`src/rtl/clk_freq_meter.sv`:
```
// Gated frequency meter: counts synchronized rising edges of sig_in over a fixed
// window of clk_in cycles and reports the count with tolerance/stuck/overflow flags.
module clk_freq_meter #(
    parameter int GATE_CYCLES = 1000,
    parameter int CNT_W       = 16,
    parameter int EXP_COUNT   = 500,
    parameter int TOL         = 1,
    parameter int SYNC_STAGES = 2
) (
    input  logic             clk_in,
    input  logic             reset,
    input  logic             start,
    input  logic             continuous,
    input  logic             sig_in,
    output logic             busy,
    output logic [CNT_W-1:0] count,
    output logic             count_valid,
    output logic             in_range,
    output logic             stuck,
    output logic             overflow
);

    localparam int TMR_W  = $clog2(GATE_CYCLES > SYNC_STAGES ? GATE_CYCLES : SYNC_STAGES);
    localparam int DIFF_W = CNT_W + 2;
    localparam logic [TMR_W-1:0]         GATE_LAST   = TMR_W'(GATE_CYCLES - 1);
    localparam logic [TMR_W-1:0]         SETTLE_LAST = TMR_W'(SYNC_STAGES - 1);
    localparam logic [CNT_W-1:0]         CNT_MAX     = '1;
    localparam logic signed [DIFF_W-1:0] EXP_S       = DIFF_W'(EXP_COUNT);
    localparam logic signed [DIFF_W-1:0] TOL_S       = DIFF_W'(TOL);

    typedef enum logic [1:0] {IDLE, SETTLE, GATE, REPORT} state_t;

    state_t                 state, state_nxt;
    logic [SYNC_STAGES-1:0] sync_q;
    logic                   prev_q;
    logic                   rise;
    logic [TMR_W-1:0]       timer;
    logic [CNT_W-1:0]       edge_cnt, cnt_nxt;
    logic                   sat, sat_nxt;

    function automatic logic [CNT_W-1:0] sat_inc(input logic [CNT_W-1:0] c, input logic inc);
        return (inc && c != CNT_MAX) ? c + 1'b1 : c;
    endfunction

    // One spare bit beyond CNT_W+1 so an EXP_COUNT near 2^CNT_W cannot wrap the difference.
    function automatic logic within_tol(input logic [CNT_W-1:0] c);
        logic signed [DIFF_W-1:0] d;
        d = $signed({2'b00, c}) - EXP_S;
        if (d < 0) d = -d;
        return d <= TOL_S;
    endfunction

    assign rise        = sync_q[SYNC_STAGES-1] & ~prev_q;
    assign cnt_nxt     = sat_inc(edge_cnt, rise);
    assign sat_nxt     = sat | (rise & (edge_cnt == CNT_MAX));
    assign busy        = (state != IDLE);
    assign count_valid = (state == REPORT);

    always_ff @(posedge clk_in or negedge reset) begin
        if (!reset) begin
            sync_q <= '0;
            prev_q <= 1'b0;
        end else begin
            sync_q <= {sync_q[SYNC_STAGES-2:0], sig_in};
            prev_q <= sync_q[SYNC_STAGES-1];
        end
    end

    always_comb begin
        state_nxt = state;
        case (state)
            IDLE:    if (start) state_nxt = SETTLE;
            SETTLE:  if (timer == SETTLE_LAST) state_nxt = GATE;
            GATE:    if (timer == GATE_LAST) state_nxt = REPORT;
            REPORT:  state_nxt = continuous ? GATE : IDLE;
            default: state_nxt = IDLE;
        endcase
    end

    always_ff @(posedge clk_in or negedge reset) begin
        if (!reset) begin
            state <= IDLE;
            timer <= '0;
        end else begin
            state <= state_nxt;
            if (state_nxt != state || state == IDLE || state == REPORT)
                timer <= '0;
            else
                timer <= timer + 1'b1;
        end
    end

    always_ff @(posedge clk_in or negedge reset) begin
        if (!reset) begin
            edge_cnt <= '0;
            sat      <= 1'b0;
        end else if (state_nxt == GATE && state != GATE) begin
            edge_cnt <= '0;
            sat      <= 1'b0;
        end else if (state == GATE) begin
            edge_cnt <= cnt_nxt;
            sat      <= sat_nxt;
        end
    end

    // Report latch uses the next-count so an edge in the final gate cycle is included.
    always_ff @(posedge clk_in or negedge reset) begin
        if (!reset) begin
            count    <= '0;
            stuck    <= 1'b0;
            overflow <= 1'b0;
            in_range <= 1'b0;
        end else if (state == GATE && state_nxt == REPORT) begin
            count    <= cnt_nxt;
            stuck    <= (cnt_nxt == '0);
            overflow <= sat_nxt;
            in_range <= within_tol(cnt_nxt) && !sat_nxt;
        end
    end

endmodule
```
`config.mk`:
```
export PLATFORM = sky130hd
export DESIGN_NAME = clk_freq_meter
export DESIGN_NICKNAME = d
export VERILOG_FILES = /design/src/rtl/clk_freq_meter.sv
export SDC_FILE = /design/constraint.sdc
export NUM_CORES = 1
export LEC_CHECK = 0
export BUFFER_PORTS_ARGS = -buffer_cell sky130_fd_sc_hd__buf_2
export CAP_MARGIN = 20
export CORE_MARGIN = 2
export CORE_UTILIZATION = 35
export CTS_CLUSTER_SIZE = 24
export DETAILED_ROUTE_END_ITERATION = 16
export GPL_ROUTABILITY_DRIVEN = 0
export PLACE_DENSITY = 0.62
export SLEW_MARGIN = 10
export SYNTH_ARGS = -nofsm -noshare
export SYNTH_HDL_FRONTEND = slang
export SYNTH_SLANG_ARGS = --single-unit
```
`constraint.sdc`:
```
create_clock -name clk_in -period 9.5 [get_ports clk_in]
set_input_delay 0 -clock clk_in [delete_from_list [all_inputs] [get_ports clk_in]]
set_output_delay 0 -clock clk_in [all_outputs]
set_load 0.01 [all_outputs]
```
Word-level counts from Yosys, hierarchy flattened
Index checks and enable logic that the tools add are counted.
- add/subtract/negate cells: 4
- order comparisons: 2
- equal/unequal tests: 11
- multiplexer cells: 13
- bitwise gates (word level): 4
- reductions and logical operators: 11
- operators with widths (cell ; number):
    16-bit two-way mux ; 3
    18-bit two-way mux ; 2
    18-bit by 2-bit <= comparator with 1-bit output, second input constant ; 1
    17-bit negator with 18-bit output ; 1
    17-bit by 1-bit < comparator with 1-bit output, second input constant ; 1
    16-bit by 9-bit subtractor with 17-bit output, second input constant ; 1
    16-bit by 1-bit adder with 16-bit output, second input constant ; 1
    16-bit equality test, second input constant ; 1
    16-bit zero test ; 1
    16-bit != test, second input constant ; 1
    10-bit by 1-bit adder with 10-bit output, second input constant ; 1
    10-bit by 1-bit equality test with 1-bit output, second input constant ; 1
    10-bit equality test, second input constant ; 1
    10-bit two-way mux ; 1
    2-bit equality test, second input constant ; 4
    2-bit two-way mux ; 4
    2-bit one-hot mux with 4 select lines ; 1
    1-bit logical AND ; 4
    2-bit nonzero test ; 2
    1-bit bitwise AND ; 2
    2-bit by 1-bit equality test with 1-bit output, second input constant ; 1
    2-bit zero test ; 1
    1-bit logical OR ; 2
    1-bit two-way mux ; 2
    other kinds (5) ; 5
- register bits: 51
- input port bits: 5

Logic depth before layout (Yosys ltp)
Gate-level depths: netlist (run 1).
- depth in word-level cells: 10
- mapped depth: 18

Worst setup path before layout (run 1)
No wires, ideal clock.
- kind: register to register
- start point: register edge_cnt[1]
- end point: register in_range
- setup time: 122 ps
- arrival: 3800 ps
- data required time: 9378 ps
- setup slack: 5578 ps
- stages on the path, launching flop included: 18
- path buffers: 2
- period minus slack after synthesis: 3922 ps
- path through: dfrtp_1 > ha_1 > buf_2 > nand3_1 > nor2_1 > a2111oi_0 > xor2_1 > inv_1 > ha_1 > clkbuf_1 > or4_1 > a21o_1 > a311oi_1 > nand2_1 > a211oi_1 > o21ai_0 > o2111ai_1 > o21ai_1
- longest elaborated chain between the ends: 9
- elaborated cells between the ends (all ways): 15
- classes of those cells: add/sub: 3; order compare: 2; eq/ne: 2; mux: 3; bitwise: 2; reduce/logical: 3
- RTL lines (item ; line ; source):
    from (decl) ; 38 ; logic [CNT_W-1:0] edge_cnt, cnt_nxt;
    from (signal assigned) ; 101 ; edge_cnt <= cnt_nxt;
    parallel branches: the longest is 8 deep, another holds 17-bit negator with 18-bit output ; -- ;
    1-bit logical AND * ; 117 ; in_range <= within_tol(cnt_nxt) && !sat_nxt;
    to (signal assigned) ; 117 ;
    to (decl) ; 18 ; output logic in_range,
Mark *: on every way between the ends. The select of a mux whose other input is x is not followed.
A chain may end at the register's enable or synchronous reset.

Worst setup path after layout (run 1)
- start point: register edge_cnt[0]
- end point: register in_range
The elaborated chain is that of the path after synthesis.

==> results of run 1 <==
## registers in the layout, indices dropped and copies added, names as in the netlist
signal and cells:
in_range 1, overflow 1, sat 1, stuck 1, state 2, count 16
prev_q 1, timer 10, edge_cnt 16, sync_q 2
## cells in the mapped netlist, drive strengths merged, types with 4 or more instances
library cell / instances / area share, %
nor4: 6 / 1.7
inv: 14 / 1.6
a21o: 6 / 1.3
nand4: 15 / 3.4
nor2: 29 / 3.2
clkbuf: 19 / 2.2
nor3: 22 / 3.3
buf: 4 / 0.59
xnor2: 15 / 3.9
a31oi: 4 / 0.74
mux2i: 6 / 1.8
dfrtp: 51 / 38
nand2: 51 / 5.7
nand2b: 5 / 0.92
ha: 5 / 1.8
o31ai: 6 / 1.3
a21oi: 7 / 1.0
or3: 4 / 0.89
or4: 4 / 1.0
o21ai: 36 / 5.4
xor2: 10 / 2.6
nand3: 22 / 3.6
## where the power goes
part	leakage, nW	internal (mW)	switching, mW
Combinational	0.902	0.0641	0.103
Clock	0.0412	0.0517	0.0752
Sequential	0.668	0.227	0.0287
## critical path, delay by kind of cell, from the launching register on
family | cells | cell delay [ps]
AOI/OAI and AO/OA | 7 | 1740
and+or+nand+nor | 4 | 1060
adders and majority gates | 2 | 690
DFF | 1 | 490
xor gates and xnor gates | 1 | 330
buffers and inverters | 1 | 130
## area by class of cell
type / instances / area, sq um
fill: 981 / 5610
sequential: 51 / 1280
tap: 129 / 161
clock inverter: 2 / 12.5
clock buffer: 6 / 72.6
inverter: 14 / 52.6
timing repair buffer: 31 / 178
multi-input combinational: 312 / 1960
## through the flow
step / setup slack, ps / hold slack, ps / cells
after floorplan: 5580 / -296 / 400
after global placement: 5210 / 125 / 534
after detailed placement: 5040 / 123 / 534
after CTS: 4990 / 214 / 545
after global routing: 4640 / 271 / 545
final: 4970 / 219 / 545
## worst paths after layout
check / startpoint / endpoint / slack [ps] / depth (start not counted)
hold / removal: continuous / edge_cnt[7]$_DFFE_PN0P_ / 220 / 5
setup / recovery: edge_cnt[0]$_DFFE_PN0P_ / in_range$_DFFE_PN0P_ / 4970 / 15
max in group asynchronous: reset / count[7]$_DFFE_PN0P_ / 8720 / 3
setup reg to reg: edge_cnt[0]$_DFFE_PN0P_ / in_range$_DFFE_PN0P_ / 4970 / 15
min in group asynchronous: reset / count[5]$_DFFE_PN0P_ / 330 / 3
hold reg to reg: sync_q[0]$_DFF_PN0_ / sync_q[1]$_DFF_PN0_ / 360 / 0
## metal layers
metal	wire (um)	vias up
li1	-	1503
met1	4130	1483
met2	4140	88
met3	361	18
met4	158	0
met5	0	-
## cells by family (layout without fill, tap and decap cells)
group	count (synthesis)	after routing	share of synthesized area (%)
simple gates	179	179	28.3
xor+xnor	25	25	6.47
flops	51	51	37.7
buf+inv	37	53	4.33
mux	9	9	2.77
fa+ha+maj	5	5	1.85
compound gates	94	94	18.6
==> results.cfg, run 1 <==
[clocking]
clock_latency_ps = 300
ctsHtreeMaxLevel = 2
cts_buffers = 5
cts_tree = yes
ctsLongestPathBuffers = 2
cts_root_buf = clkbuf_8
clkSinkCount = 51
cts.clk_slew.worst_paths_ps = 100
ctsResizeCount = 0
cts_setup_buffers = 0
cts_hold_buf = 3

[global_routing]
grtUsageMet1_pct = 24.8
gr-usage-met3_pct = 2.39
grt_pass1_wl_mm = 14.7
grt_busiest_layer = met2
grt_antenna_before_repair = 0
grt_pass1_vias = 2860
grt.total_usage_pct = 17.7
grt_use_met2_pct = 28.6
grt_max_degree = 52
grt-ovfl-total = 0

[routing]
first_pass_iters = 4
routed-via-count = 3092
finalWirelength_mm = 8.79
antenna_left = 0
via_per_inst = 5.67
drt_first_iter_violations = 193
routedWlPerCell_um = 16.1
drc = 0

[placed_design]
placed_cell_area_sq_um = 3600
dp_hpwl_mm = 6.45
io_buffers = 25

[run]
drv_cap = 0

[logic_synthesis]
postSynthCellCount = 400
yosys_most_used_dff = dfrtp_1
syn_nets = 410
synth.avg_cell_area_sq_um = 8.46
async_flop_share_pct = 100
synth.cell_area_sq_um = 3380
synth-edff-count = 0
synth.distinct_cells = 67
ys_ff_latch = 51
ys_seq_area_share_pct = 37.7
yosys_warnings = 0

[pwr]
peakVddDrop_uv = 67.7
power_density_nw_per_um2 = 148
p_total_mw = 0.551
leakagePower_nw = 1.61

[die]
die_w_um = 102
core_area_sq_um = 9330
dieArea_sq_um = 10500
start_util_pct = 36.3
ioPinCount = 26
rows = 35
die_y_um = 102

[layout]
final_area_sq_um = 3710
fin_nets = 425
mostFrequentLayoutCells = nand2_1 (51), dfrtp_1 (51), o21ai_0 (33)
drive_above_1_share_pct = 12.0
utilization_pct = 39.8
diodes = 0
area_growth_pct = 9.76

[sta]
final-hold-violation-count = 0
slew_violations = 0
max_slew_margin_pct = 42.1
finalClockSkew_ps = 6.22
setup-tns-final_ps = 0
min_period_ps = 4530
rsz0062_at_grt = no
fin_crit_sh_pct = 47.7
max_freq_mhz = 221
setup_viol = 0
worst_pin_slew_ps = 867

[critical_path]
crit_fanout = 11
cpPeakStageDelay_ps = 570
critPathRequiredTime_ps = 9700
end_kind = register
cp-start-kind = register
crit_slowest_cell = or4_1
crit_top_cell = ha_1
critPathArrivalTime_ps = 4720
cp_cell_sequence = ha_1 > nand3_1 > nor2_1 > a2111oi_0 > xor2_1 > inv_1 > ha_1 > or4_1 > a21o_1 > a311oi_1 > nand2_1 > a211oi_1 > o21ai_0 > o2111ai_1 > o21ai_1
critPathKind = reg -> reg

[run_status]
status = finished clean

[min_path]
hp-class = in -> reg
Note: power is estimated with default switching activity, not from simulation.
==> inputs of run 2 (changes only) <==
Settings changed: PLACE_DENSITY 0.62 to 0.64.
Clock period 9.5 ns to 3.7 ns, I/O delays scaled along.
==> results.cfg, run 2 (synthesis gave the netlist of run 1 again) <==
[routing]
via_per_inst = 5.73
first_pass_iters = 5
routedWlPerCell_um = 16.4
drc = 0
routed-via-count = 3359
antenna_left = 0
drt_first_iter_violations = 400
finalWirelength_mm = 9.60

[sta]
max_slew_margin_pct = 51.9
timing.hold.ws_ps = 214
final-hold-violation-count = 0
worst_pin_slew_ps = 719
setup-tns-final_ps = 0
fin_crit_sh_pct = 94.1
min_period_ps = 3480
slew_violations = 0
max_freq_mhz = 287
finalClockSkew_ps = 9.92
setup_viol = 0

[die]
dieArea_sq_um = 10500
core_area_sq_um = 9330
die_w_um = 102
ioPinCount = 26
rows = 35
start_util_pct = 36.3
die_y_um = 102

[pwr]
leakagePower_nw = 1.84
comb_power_share_pct = 35.8
clock_power_share_pct = 25.1
p_switching_mw = 0.583
power_density_nw_per_um2 = 391
p_int_mw = 1.03
peakVddDrop_uv = 188
seqPwrFrac_pct = 39.1
switching_share_pct = 36.2
p_total_mw = 1.61

[layout]
fillers = 915
final_common_cell = nand2_1
mostFrequentLayoutCells = nand2_1 (51), dfrtp_1 (47), buf_4 (44)
final_area_sq_um = 4120
diodes = 0
fin_nets = 466
top_regs = count: 16 flops, edge_cnt: 16 flops, timer: 10 flops
drive_above_1_share_pct = 23.4
area_growth_pct = 21.8
utilization_pct = 44.2

[clocking]
cts_root_buf = clkbuf_8
clock_latency_ps = 320
cts.clk_slew.worst_paths_ps = 100
ctsHtreeMaxLevel = 2
clkSinkCount = 51
cts_tree = yes
cts_buffers = 5
ctsLongestPathBuffers = 2

[global_routing]
grt-ovfl-total = 0
grt_max_degree = 52
grt_antenna_before_repair = 0
grt.total_usage_pct = 18.9
grt_pass1_wl_mm = 15.6
grt_pass1_vias = 3118

[critical_path]
r2r-start = edge_cnt[2]$_DFFE_PN0P_
critPathArrivalTime_ps = 3730
end_kind = register
r2r_cells = 10
crit_fanout = 10
critPathRequiredTime_ps = 3950
startpoint = edge_cnt[2]$_DFFE_PN0P_
cp-start-kind = register
critPathKind = reg -> reg

[min_path]
worstHoldPathCells = 5
hp-start = continuous
hp-class = in -> reg

[placed_design]
placed_cell_area_sq_um = 3910
io_buffers = 25
dp_hpwl_mm = 7.10

[run_status]
status = finished clean

[run]
drv_cap = 0
-- run 2: cell count changes in the layout (fill, tap and decap cells not counted), sizes merged --
cell	previous run	this run
buf	28	69
bufinv	0	1
clkbuf	6	5
clkinv	1	2
clkinvlp	1	0
-- run 2: power groups by stage --
stage | Combinational [mW] | Sequential, mW | Clock, mW
finish | 0.576 | 0.630 | 0.405
global placement | 0.530 | 0.638 | 0
detailed placement | 0.534 | 0.640 | 0
global route | 0.630 | 0.634 | 0.431
CTS | 0.540 | 0.629 | 0.415
floorplan | 0.378 | 0.614 | 0
-- run 2: critical path, stage by stage, from the launching register on --
cell and delay [ps]:
dfrtp_1 540, and4_1 400, and2_1 200, a311oi_1 200, or4_1 650, nor4b_1 370, a31oi_1 140, or3_1 340
a221oi_1 290, o2111ai_1 160, o21ai_1 130
-- run 2: repair_timing --
action / in CTS / in global routing
endpoints found under the hold margin: 53 / 0
resized for setup: 0 / 17
setup endpoints to repair: 0 / 1
hold buffers: 3 / 0
setup buffers: 0 / 2
-- run 2: worst paths after layout --
path | endpoint | slack, ps
worst max-delay path | in_range$_DFFE_PN0P_ | 220
worst min-delay path | edge_cnt[7]$_DFFE_PN0P_ | 210
worst max register to register | in_range$_DFFE_PN0P_ | 220
worst min register to register | sync_q[1]$_DFF_PN0_ | 360
max in group asynchronous | edge_cnt[9]$_DFFE_PN0P_ | 2910
min in group asynchronous | count[0]$_DFFE_PN0P_ | 330
-- run 2: through the flow --
step                setup slack (ps)  std cells
floorplan                       18.2        400
global placement                 242        573
detailed placement               118        573
CTS                             97.4        584
global route                   -12.1        586
finish                           217        586
-- run 2: cell type report --
| class | instances | area, sq um | area share [%] |
|---|---|---|---|
| multi-input combinational | 312 | 2030 | 49.2 |
| inverter | 14 | 52.6 | 1.28 |
| sequential | 51 | 1280 | 31.1 |
| tap | 129 | 161 | 3.92 |
| clock inverter | 3 | 43.8 | 1.06 |
| clock buffer | 5 | 68.8 | 1.67 |
| timing repair buffer | 72 | 485 | 11.8 |
-- run 2: layer usage --
metal,track usage [%],vias to the layer above,wire [um]
met4,6.67,0,288
li1,-,1584,-
met3,2.33,34,599
met2,29.7,130,4320
met1,26.9,1611,4390
met5,0,-,0
